**src/rtl/arc4_pkg.sv**
```systemverilog
// Shared types and constants for the ARC4 key-search datapath.
// Holds the plaintext reader state encoding and the printable-range helper.
package arc4_pkg;

  localparam int MEM_AW = 8;
  localparam int MEM_DW = 8;

  localparam logic [MEM_DW-1:0] PRINT_LO = 8'h20;
  localparam logic [MEM_DW-1:0] PRINT_HI = 8'h7E;

  typedef enum logic [2:0] {
    PR_IDLE,
    PR_LEN_REQ,
    PR_LEN_DATA,
    PR_CH_REQ,
    PR_CH_DATA,
    PR_EMIT
  } pr_state_t;

  function automatic logic is_printable(
    input logic [MEM_DW-1:0] b,
    input logic [MEM_DW-1:0] lo,
    input logic [MEM_DW-1:0] hi
  );
    return (b >= lo) && (b <= hi);
  endfunction

endpackage

```
**src/rtl/pt_reader.sv**
```systemverilog
// Reads the length-prefixed plaintext, streams printable bytes out and
// reports pass/fail plus the first bad index to the key-search controller.
module pt_reader
  import arc4_pkg::*;
#(
  parameter logic [7:0] LO_CHAR = PRINT_LO,
  parameter logic [7:0] HI_CHAR = PRINT_HI
) (
  input  logic       clk,
  input  logic       rst,
  input  logic       en,
  output logic       rdy,
  output logic [7:0] pt_addr,
  input  logic [7:0] pt_rddata,
  output logic [7:0] out_char,
  output logic       out_valid,
  input  logic       out_ready,
  output logic       result_vld,
  output logic       pt_ok,
  output logic [7:0] bad_idx
);

  pr_state_t  state_q, state_d;
  logic [7:0] len_q, len_d;
  logic [7:0] idx_q, idx_d;
  logic [7:0] addr_d;
  logic [7:0] char_d;
  logic       valid_d;
  logic       rdy_d;
  logic       rvld_d;
  logic       ok_d;
  logic [7:0] bad_d;

  // Register every output and the FSM state; reset clears all of it.
  always_ff @(posedge clk) begin
    if (rst) begin
      state_q    <= PR_IDLE;
      len_q      <= '0;
      idx_q      <= '0;
      pt_addr    <= '0;
      out_char   <= '0;
      out_valid  <= 1'b0;
      rdy        <= 1'b1;
      result_vld <= 1'b0;
      pt_ok      <= 1'b0;
      bad_idx    <= '0;
    end else begin
      state_q    <= state_d;
      len_q      <= len_d;
      idx_q      <= idx_d;
      pt_addr    <= addr_d;
      out_char   <= char_d;
      out_valid  <= valid_d;
      rdy        <= rdy_d;
      result_vld <= rvld_d;
      pt_ok      <= ok_d;
      bad_idx    <= bad_d;
    end
  end

  // Next-state and next-output logic; every register holds by default.
  always_comb begin
    state_d = state_q;
    len_d   = len_q;
    idx_d   = idx_q;
    addr_d  = pt_addr;
    char_d  = out_char;
    valid_d = out_valid;
    rdy_d   = rdy;
    rvld_d  = result_vld;
    ok_d    = pt_ok;
    bad_d   = bad_idx;
    unique case (state_q)
      PR_IDLE: begin
        if (en) begin
          rdy_d   = 1'b0;
          rvld_d  = 1'b0;
          addr_d  = '0;
          state_d = PR_LEN_REQ;
        end
      end
      PR_LEN_REQ: begin
        state_d = PR_LEN_DATA;
      end
      PR_LEN_DATA: begin
        len_d = pt_rddata;
        idx_d = 8'd1;
        if (pt_rddata == 8'd0) begin
          ok_d    = 1'b1;
          bad_d   = '0;
          rvld_d  = 1'b1;
          rdy_d   = 1'b1;
          state_d = PR_IDLE;
        end else begin
          addr_d  = 8'd1;
          state_d = PR_CH_REQ;
        end
      end
      PR_CH_REQ: begin
        state_d = PR_CH_DATA;
      end
      PR_CH_DATA: begin
        if (is_printable(pt_rddata, LO_CHAR, HI_CHAR)) begin
          char_d  = pt_rddata;
          valid_d = 1'b1;
          state_d = PR_EMIT;
        end else begin
          ok_d    = 1'b0;
          bad_d   = idx_q;
          rvld_d  = 1'b1;
          rdy_d   = 1'b1;
          state_d = PR_IDLE;
        end
      end
      PR_EMIT: begin
        if (out_ready) begin
          valid_d = 1'b0;
          if (idx_q == len_q) begin
            ok_d    = 1'b1;
            bad_d   = '0;
            rvld_d  = 1'b1;
            rdy_d   = 1'b1;
            state_d = PR_IDLE;
          end else begin
            idx_d   = idx_q + 8'd1;
            addr_d  = idx_q + 8'd1;
            state_d = PR_CH_REQ;
          end
        end
      end
      default: state_d = PR_IDLE;
    endcase
  end

endmodule

```
**config.mk**
```make
export PLATFORM = sky130hd
export DESIGN_NAME = pt_reader
export DESIGN_NICKNAME = d
export VERILOG_FILES = /design/src/rtl/arc4_pkg.sv /design/src/rtl/pt_reader.sv
export SDC_FILE = /design/constraint.sdc
export NUM_CORES = 1
export LEC_CHECK = 0
export CAP_MARGIN = 20
export CELL_PAD_IN_SITES_DETAIL_PLACEMENT = 1
export CELL_PAD_IN_SITES_GLOBAL_PLACEMENT = 2
export CORE_UTILIZATION = 31
export CTS_BUF_LIST = sky130_fd_sc_hd__clkbuf_4 sky130_fd_sc_hd__clkbuf_8 sky130_fd_sc_hd__clkbuf_16
export CTS_CLUSTER_DIAMETER = 120
export DETAILED_ROUTE_END_ITERATION = 8
export PLACE_DENSITY_LB_ADDON = 0.1
export SLEW_MARGIN = 10
export SYNTH_ARGS = -nofsm -noshare
export SYNTH_HDL_FRONTEND = slang
export SYNTH_SLANG_ARGS = --single-unit
```
**constraint.sdc**
```tcl
create_clock -name clk -period 2.1 [get_ports clk]
set_clock_uncertainty 0.1 [all_clocks]
set_input_delay 0.21 -clock clk [delete_from_list [all_inputs] [get_ports clk]]
set_output_delay 0.21 -clock clk [all_outputs]
set_load 0.01 [all_outputs]
```
==> results.json <==
{
  "status": "completed",
  "num_rows": 30,
  "drc": 0,
  "antenna_cells": 0,
  "ctsResizeCount": 0,
  "fin_crit_ns": 1.85,
  "drive_gt1_frac": 0.143,
  "cts_setup_buffers": 0,
  "synth_xor_area_frac": 0.0556,
  "io_pins": 40,
  "crit_path_end": "idx_q[2]",
  "viasPerCell": 4.89,
  "holdCritStartpoint": "bad_idx[1]",
  "highest_layer": "met4",
  "cts_buffer_depth": 2,
  "wl_per_cell_um": 15.4,
  "hold_viol": 0,
  "ys_seq_elements": 47,
  "die_w_um": 86.4,
  "synth_top_family_by_area": "simple AND/OR/NAND/NOR gates",
  "yosysSeqAreaShare": 0.426,
  "crit_type": "flip-flop to flip-flop",
  "netlist_area_mm2": 0.00221,
  "fin_crit_sh": 0.881,
  "worst-path-stages": 6,
  "vdd_drop_max_uv": 295,
  "grt_util_all_layers": 0.182,
  "wl_met3_um": 144,
  "cts_tree": "done",
  "synthCells": 256,
  "io_buffers": 39,
  "maxSlewViolCount": 0,
  "clkSlewWorstSetupHoldPaths_ns": 0.10,
  "synth_simple_gate_area_frac": 0.239,
  "fin_setup_tns_ns": 0,
  "ctsRootBufferMaster": "clkbuf_8",
  "grt_pass1_vias": 2017,
  "worst_hold_path_type": "flip-flop to flip-flop",
  "overflow": 0,
  "p_per_area_mw_per_mm2": 683,
  "hpwl_um": 4680,
  "synth_fp_nets": 269,
  "maxCapViolCount": 0,
  "clkLatencyLatePin_ns": 0.31,
  "synthAdderAreaFrac": 0.00567,
  "setup.worst_path.start_class": "flip-flop",
  "met1Wirelength_um": 3260,
  "antenna_left": 0,
  "gp_congestion": 0.798,
  "die_h_um": 86.4,
  "synthFlopType": "dfxtp_1",
  "tightest_slew_ns": 0.541,
  "ys_warn_count": 0,
  "synth_edf_count": 0,
  "total_power_uw": 2030,
  "synth_compound_area_frac": 0.164,
  "crit_fanout": 6,
  "grt_pass1_wl_um": 10400,
  "critPathRequiredTime_ns": 2.21,
  "wl_met2_um": 2790,
  "core-area_mm2": 0.00683,
  "drt_iter0_markers": 121,
  "cts_made_buffers": 5,
  "synthMuxAreaShare": 0.0777,
  "path_delay_family": "compound AO/OA/AOI/OAI gates",
  "first_pass_iters": 4,
  "setup_viol": 0,
  "fp.dieArea_mm2": 0.00746,
  "arrival_ns": 1.96,
  "antenna_found_initial": 0,
  "slowest_stage": "dfxtp_1",
  "grt_setup_unrepaired": "false",
  "drt-total-wl_um": 6310,
  "slew_headroom": 0.638,
  "cts_hold_buf": 0,
  "final_cells": 410,
  "placed_cells": 402,
  "fin_nets": 326,
  "fin_util": 0.435,
  "grt_max_degree": 20,
  "cpPeakStageDelay_ns": 0.50,
  "avgSynthCellArea_um2": 8.62,
  "cts.htree.levels": 2,
  "syn_to_final_growth_pct": 34.8,
  "r2r_setup_slack_ns": 0.25,
  "clock.fmax_ghz": 0.541,
  "ys_types": 53,
  "timing.rr.start": "idx_q[7]",
  "via_count": 2003,
  "cts_sinks": 47,
  "rr_endpoint": "idx_q[2]",
  "r2r_cells": 6,
  "start_util": 0.323,
  "cp-end-kind": "flip-flop",
  "dpl_worst_slack_ns": -0.0470,
  "startpoint": "idx_q[7]",
  "cp_cell_sequence": "xnor2_1 -> and4_4 -> a21oi_4 -> buf_4 -> o211a_1 -> a41o_1",
  "power_leakage_uw": 0.00121,
  "setup_slack_ns": 0.250,
  "path_buf_inv": 1,
  "ys_async_sr_fraction": 0
}
==> logic make-up (layout without fill, tap and decap cells) <==
kind of cell             after synthesis  after routing
flip-flops                            47             47
AND/OR/NAND/NOR                      108            108
multiplexers                          17             17
buffers and inverters                 16             74
AO/OA/AOI/OAI                         53             53
XOR/XNOR                              14             14
adder cells (fa/ha/maj)                1              1
==> registers in the layout, indices dropped and copies added, names as in the netlist <==
signal      count
rdy             1
out_char        8
out_valid       1
idx_q           8
result_vld      1
pt_addr         8
len_q           8
state_q         3
bad_idx         8
pt_ok           1
==> area by class of cell <==
class	instances	area, µm²
clock buffers	6	82.6
multi-input cells	193	1200
flip-flops and latches	47	941
inverters	3	11.3
clock inverters	2	38.8
well taps	96	120
fillers	832	3860
repair buffers	63	583
==> cells in the mapped netlist, types with 2 or more instances <==
cell | number | area, µm²
buf_2 | 4 | 20.0
nand2_1 | 57 | 214
and4_4 | 2 | 22.5
nor3_1 | 3 | 15.0
o22ai_1 | 2 | 12.5
o2111ai_1 | 2 | 17.5
o211ai_1 | 3 | 22.5
nor4_2 | 2 | 25.0
a21oi_1 | 14 | 70.1
nand2b_1 | 3 | 18.8
dfxtp_1 | 47 | 941
nor2_1 | 14 | 52.6
clkbuf_1 | 8 | 30.0
xnor2_1 | 10 | 87.6
and3_1 | 4 | 25.0
mux2i_1 | 16 | 160
nand3_1 | 5 | 25.0
o21ai_0 | 14 | 70.1
nor2b_1 | 3 | 18.8
nand4_1 | 3 | 18.8
o41ai_1 | 2 | 17.5
inv_1 | 3 | 11.3
xor2_1 | 4 | 35.0
and2_1 | 2 | 12.5
==> report_power, final <==
group	internal [µW]	total [µW]	switching [µW]
clock	392	726	334
sequential	922	952	29.8
combinational	158	354	196
total	1470	2030	560
==> metrics by stage <==
stage / hold WS, ns / cell area, µm²
2_1_floorplan: 0.246 / 2210
3_3_place_gp: 0.344 / 2850
3_5_place_dp: 0.349 / 2850
4_1_cts: 0.369 / 2970
5_1_grt: 0.388 / 2970
6_report: 0.364 / 2970
==> worst min-delay path by stage <==
stage / end / cells after the start / slack (ns)
3_5_place_dp: rdy / 1 / 0.35
4_1_cts: pt_addr[4] / 2 / 0.37
6_report: bad_idx[1] / 2 / 0.36
5_1_grt: pt_addr[3] / 2 / 0.39
2_1_floorplan: len_q[0] / 2 / 0.25
3_3_place_gp: out_valid / 2 / 0.34
==> worst register-to-register path, stage by stage, from the launching register on <==
cell,delay [ns]
dfxtp_1,0.50
xnor2_1,0.18
and4_4,0.28
a21oi_4,0.08
buf_4,0.17
o211a_1,0.24
a41o_1,0.19
==> layout by cell type (no fill, tap or decap), types with 2 or more instances in the layout <==
cell,n
clkdlybuf4s50_1,39
and2_1,2
o22ai_1,2
dfxtp_1,47
o41ai_1,2
and3_1,4
o211ai_1,3
buf_4,23
nor2_1,14
mux2i_1,16
nand4_1,3
inv_1,3
o21ai_0,14
nor4_2,2
a21oi_1,14
nand3_1,5
nand2b_1,3
nor3_1,3
nor2b_1,3
xor2_1,4
clkbuf_8,6
and4_4,2
xnor2_1,10
o2111ai_1,2
nand2_1,57
==> layer usage <==
metal  vias to the layer above  track usage
met5                         -            0
met4                         0       0.0697
met3                         9       0.0267
met2                        30        0.281
met1                       960        0.255
li1                       1004            -
Note: power is estimated with default switching activity, not from simulation.
